--- src/rtl/mux4_rr_sched.sv ---
// mux4_rr_sched: round-robin scheduler for a shared 4:1 operand mux with a
// registered valid/ready output stage.
// Optional feature: define MUX4_SCHED_LOCK_EN to add the lock[3:0] port.
// With it, a locked previous winner keeps the grant for multi-beat bursts.
module mux4_rr_sched #(
  parameter int WIDTH = 16
) (
  input  logic             clk,
  input  logic             rst_n,
  input  logic [3:0]       req,
  input  logic [WIDTH-1:0] in0,
  input  logic [WIDTH-1:0] in1,
  input  logic [WIDTH-1:0] in2,
  input  logic [WIDTH-1:0] in3,
  output logic [3:0]       ack,
  output logic [1:0]       sel,
  output logic [WIDTH-1:0] out_data,
  output logic             out_valid,
  input  logic             out_ready
`ifdef MUX4_SCHED_LOCK_EN
  ,
  input  logic [3:0]       lock
`endif
);

  typedef enum logic {EMPTY, FULL} state_t;

  state_t           state;
  logic [1:0]       ptr;
  logic             load;
  logic             rr_found;
  logic [1:0]       rr_win;
  logic [1:0]       scan_idx;
  logic [1:0]       win;
  logic [1:0]       next_ptr;
  logic [WIDTH-1:0] win_data;

`ifdef MUX4_SCHED_LOCK_EN
  logic             have_prev;
  logic             keep;
`endif

  // A new beat is taken whenever someone requests and the output slot is free
  // or being drained on this same edge.
  always_comb begin
    load = (|req) && ((state == EMPTY) || out_ready);
  end

  // Round-robin scan starting at ptr, wrapping mod 4.
  always_comb begin
    rr_found = 1'b0;
    rr_win   = ptr;
    scan_idx = ptr;
    for (int k = 0; k < 4; k++) begin
      scan_idx = ptr + 2'(k);
      if (!rr_found && req[scan_idx]) begin
        rr_found = 1'b1;
        rr_win   = scan_idx;
      end
    end
  end

`ifdef MUX4_SCHED_LOCK_EN
  // A locked previous winner that still requests keeps the grant; the pointer
  // then stays put so rotation resumes where it left off once the burst ends.
  always_comb begin
    keep     = have_prev && lock[sel] && req[sel];
    win      = keep ? sel : rr_win;
    next_ptr = keep ? ptr : (win + 2'd1);
  end
`else
  // Pure round-robin: the winner becomes lowest priority next round.
  always_comb begin
    win      = rr_win;
    next_ptr = rr_win + 2'd1;
  end
`endif

  // One-hot accept, only on a load edge; no path from the operands.
  always_comb begin
    ack = load ? (4'b0001 << win) : 4'b0000;
  end

  // Shared 4:1 operand mux.
  always_comb begin
    win_data = in0;
    case (win)
      2'd0: win_data = in0;
      2'd1: win_data = in1;
      2'd2: win_data = in2;
      2'd3: win_data = in3;
      default: win_data = in0;
    endcase
  end

  // EMPTY/FULL output-stage FSM with registered select, data and valid.
  always_ff @(posedge clk or negedge rst_n) begin
    if (!rst_n) begin
      state     <= EMPTY;
      out_valid <= 1'b0;
      out_data  <= '0;
      sel       <= 2'b00;
      ptr       <= 2'b00;
`ifdef MUX4_SCHED_LOCK_EN
      have_prev <= 1'b0;
`endif
    end else begin
      case (state)
        EMPTY: begin
          if (load) begin
            state     <= FULL;
            out_valid <= 1'b1;
            out_data  <= win_data;
            sel       <= win;
            ptr       <= next_ptr;
`ifdef MUX4_SCHED_LOCK_EN
            have_prev <= 1'b1;
`endif
          end
        end
        FULL: begin
          if (load) begin
            out_valid <= 1'b1;
            out_data  <= win_data;
            sel       <= win;
            ptr       <= next_ptr;
`ifdef MUX4_SCHED_LOCK_EN
            have_prev <= 1'b1;
`endif
          end else if (out_ready) begin
            state     <= EMPTY;
            out_valid <= 1'b0;
          end
        end
        default: begin
          state     <= EMPTY;
          out_valid <= 1'b0;
        end
      endcase
    end
  end

endmodule
--- config.mk ---
export PLATFORM = sky130hd
export DESIGN_NAME = mux4_rr_sched
export DESIGN_NICKNAME = d
export VERILOG_FILES = /design/src/rtl/mux4_rr_sched.sv
export SDC_FILE = /design/constraint.sdc
export NUM_CORES = 1
export LEC_CHECK = 0
export CAP_MARGIN = 5
export CORE_UTILIZATION = 33
export DETAILED_ROUTE_END_ITERATION = 12
export GPL_TIMING_DRIVEN = 0
export PLACE_DENSITY = 0.87
export SYNTH_ARGS = -nofsm -noshare
export SYNTH_HDL_FRONTEND = slang
export SYNTH_SLANG_ARGS = --single-unit
--- constraint.sdc ---
create_clock -name clk -period 2.3 [get_ports clk]
set_input_delay 0.46 -clock clk [delete_from_list [all_inputs] [get_ports clk]]
set_output_delay 0.46 -clock clk [all_outputs]
set_load 0.01 [all_outputs]
==> impl_metrics.py <==
metrics = {
    "outcome": {
        "status": "complete, but fails checks",
        "violations": "negative setup slack",
    },
    "grt": {
        "grt_pass1_vias": 1632,
        "grt_pass1_wl_microns": 7890,
        "gr-total-overflow": 0,
        "antenna_found_initial": 0,
        "grt_usage_pct": 23.5,
        "grt_max_degree": 23,
    },
    "sta": {
        "clock.fmax_mhz": 418,
        "maxSlewHeadroom_pct": 31.3,
        "worstMarginPinSlew_ps": 1030,
        "period_minus_slack_ps": 2390,
        "setup_violations": 6,
        "rsz0062_at_grt": "yes",
        "hold_violations": 0,
        "setup_slack_ps": -92.3,
        "post-route-period-util_pct": 104,
        "slew_violations": 0,
        "clock_skew_ps": 1.49,
    },
    "floorplanning": {
        "num_rows": 23,
        "die_area_sq_mm": 0.00461,
        "dieHeight_microns": 67.9,
        "io_pins": 94,
        "design.core.area_sq_mm": 0.00409,
        "initial_utilization_pct": 35.1,
        "die_width_microns": 67.9,
    },
    "cells_and_area": {
        "final_layout_size_suffix_gt1_share_pct": 30.4,
        "design_area_sq_mm": 0.00281,
        "final_cell_mix": "85 x clkdlybuf4s50_1, 21 x dfrtp_1, 17 x nand2_1",
        "layout_commonest_cell": "clkdlybuf4s50_1",
        "fillerInstances": 298,
        "utilization_pct": 68.8,
        "num_antenna_cells": 0,
        "finalNonFillerCells": 297,
        "finalNetCount": 324,
        "syn_to_final_growth_pct": 96.2,
    },
    "detailed_routing": {
        "wl_met2_microns": 2810,
        "drt-met1-wl_microns": 2020,
        "routed.top_layer": "met4",
        "viasPerCell": 5.36,
        "drtIter0Drc": 120,
        "wl_met3_microns": 378,
        "avgRoutedWirePerCell_microns": 17.8,
        "drtPass1Iterations": 5,
        "vias": 1593,
        "drc": 0,
        "drtAntennaViolNets": 0,
        "routed_wl_microns": 5300,
    },
    "placed_design": {
        "port-buffer-count": 93,
        "dp_hpwl_microns": 3330,
        "gp_congestion": 0.814,
        "dp_worst_setup_slack_ps": -1140,
        "placed_cell_area_sq_mm": 0.00245,
        "dp.cells": 279,
    },
    "synthesis": {
        "netlist_area_sq_mm": 0.00143,
        "ys_seq_area_share_pct": 38.4,
        "netlist_instances": 136,
        "ys_warn_count": 0,
        "synthesis.nets": 212,
        "synth-seq-cells": 22,
        "synth.avg_cell_area_sq_um": 10.5,
        "synth_cell_types": 27,
    },
    "worst_setup_path": {
        "critPathArrivalTime_ps": 1930,
        "critPathLaunch": "ptr[0]",
        "r2r-start": "ptr[0]",
        "worstPathMaxFanout": 4,
        "critPathKind": "flop to primary output",
        "worstSetupEndpointType": "primary output",
        "required_ps": 1840,
        "worst_setup_path_start_kind": "flop",
    },
    "pwr": {
        "vdd_drop_max_mv": 0.441,
        "p_per_area_mw_per_mm2": 971,
        "finalPower_uw": 2730,
        "p_leak_uw": 0.00119,
    },
    "clock_tree": {
        "root_buffer": "clkbuf_8",
        "cts.sinks": 22,
        "cts_max_path_buffers": 2,
        "clk_pin_slew_worst_paths_ps": 80,
        "cts_tree": "yes",
        "h-tree-depth": 1,
        "clk_latency_ps": 260,
        "cts_buffers": 3,
    },
    "job": {
        "max-cap-violations": 0,
    },
    "worst_hold_path": {
        "min_from": "out_valid",
        "hp-class": "flop to flop",
    },
}
==> logic make-up (layout without fill, tap and decap cells) <==
family / after synthesis / after routing / share of synthesized area, %
compound gates: 45 / 45 / 23.3
fa+ha+maj: 5 / 5 / 4.37
buf+inv: 12 / 123 / 4.28
flops: 22 / 22 / 38.4
mux: 17 / 17 / 17.6
simple gates: 35 / 35 / 12.1
==> power breakdown <==
part | switching (uW) | total, uW | internal, uW | leakage [uW]
Sequential | 105 | 653 | 549 | 0.000264
Clock | 130 | 283 | 153 | 0.0000288
Combinational | 726 | 1790 | 1070 | 0.000894
Total | 961 | 2730 | 1770 | 0.00119
==> area by class of cell <==
class | instances | area, sq um | share of cell area [%]
timing repair buffer | 110 | 1070 | 38.0
multi-input combinational | 102 | 957 | 34.0
sequential | 22 | 552 | 19.6
buffer | 9 | 118 | 4.18
tap | 50 | 62.6 | 2.23
clock buffer | 4 | 55.1 | 1.96
==> cell usage after synthesis <==
master / n / area [sq um]
dfrtp_1: 22 / 551
clkbuf_1: 9 / 33.8
nor2_1: 1 / 3.75
buf_2: 1 / 5.00
a31oi_1: 1 / 6.26
and2_1: 1 / 6.26
o21ai_0: 18 / 90.1
ha_1: 5 / 62.6
a41oi_1: 1 / 8.76
and3_1: 5 / 31.3
mux2_2: 1 / 11.3
or4_1: 1 / 7.51
nand2b_1: 2 / 12.5
nand3_1: 1 / 5.00
a222oi_1: 16 / 160
and2_4: 1 / 8.76
nor2b_1: 4 / 25.0
o21bai_1: 2 / 15.0
nor3_1: 1 / 5.00
a21oi_1: 2 / 10.0
a21o_1: 1 / 7.51
a41o_1: 1 / 10.0
a21boi_0: 2 / 15.0
a2111o_1: 1 / 11.3
mux2_4: 16 / 240
buf_6: 2 / 22.5
nand2_1: 18 / 67.6
==> state kept, by name, indices dropped and copies added (netlist names) <==
register	cells
out_data	16
ptr	2
sel	2
out_valid	1
state	1
==> timing repair <==
item	4_1_cts	5_1_grt
pin swaps	7	13
resized for setup	59	33
hold buffers	0	0
buffers inserted	16	1
endpoints found under the setup margin	20	20
==> through the flow <==
step	hold slack, ps	setup TNS, ps
finish	492	-264
global route	511	-1230
CTS	493	-733
detailed placement	473	-14410
global placement	466	-13750
floorplan	164	0
==> layer usage <==
layer,vias up,GRT usage (%)
met5,-,0
met1,770,25.7
met2,66,45.4
li1,748,-
met3,9,4.00
met4,0,7.03
==> worst max-delay path: stages, from the launching register on <==
cell       delay, ps
dfrtp_1          410
nor2b_1           70
a2111o_1         440
and2_4           180
ha_4             170
clkbuf_16        140
and3_4           140
buf_6            110
==> final timing paths <==
| kind | slack (ps) | cells past startpoint | to |
|---|---|---|---|
| max | -90 | 7 | ack[1] |
| min reg2reg | 490 | 1 | out_valid |
| min in group asynchronous | 750 | 1 | out_data[3] |
| min | 490 | 1 | out_valid |
| max in group asynchronous | 860 | 1 | ptr[1] |
| max reg2reg | -40 | 9 | out_data[11] |
Power figures use the tool's default switching activity.
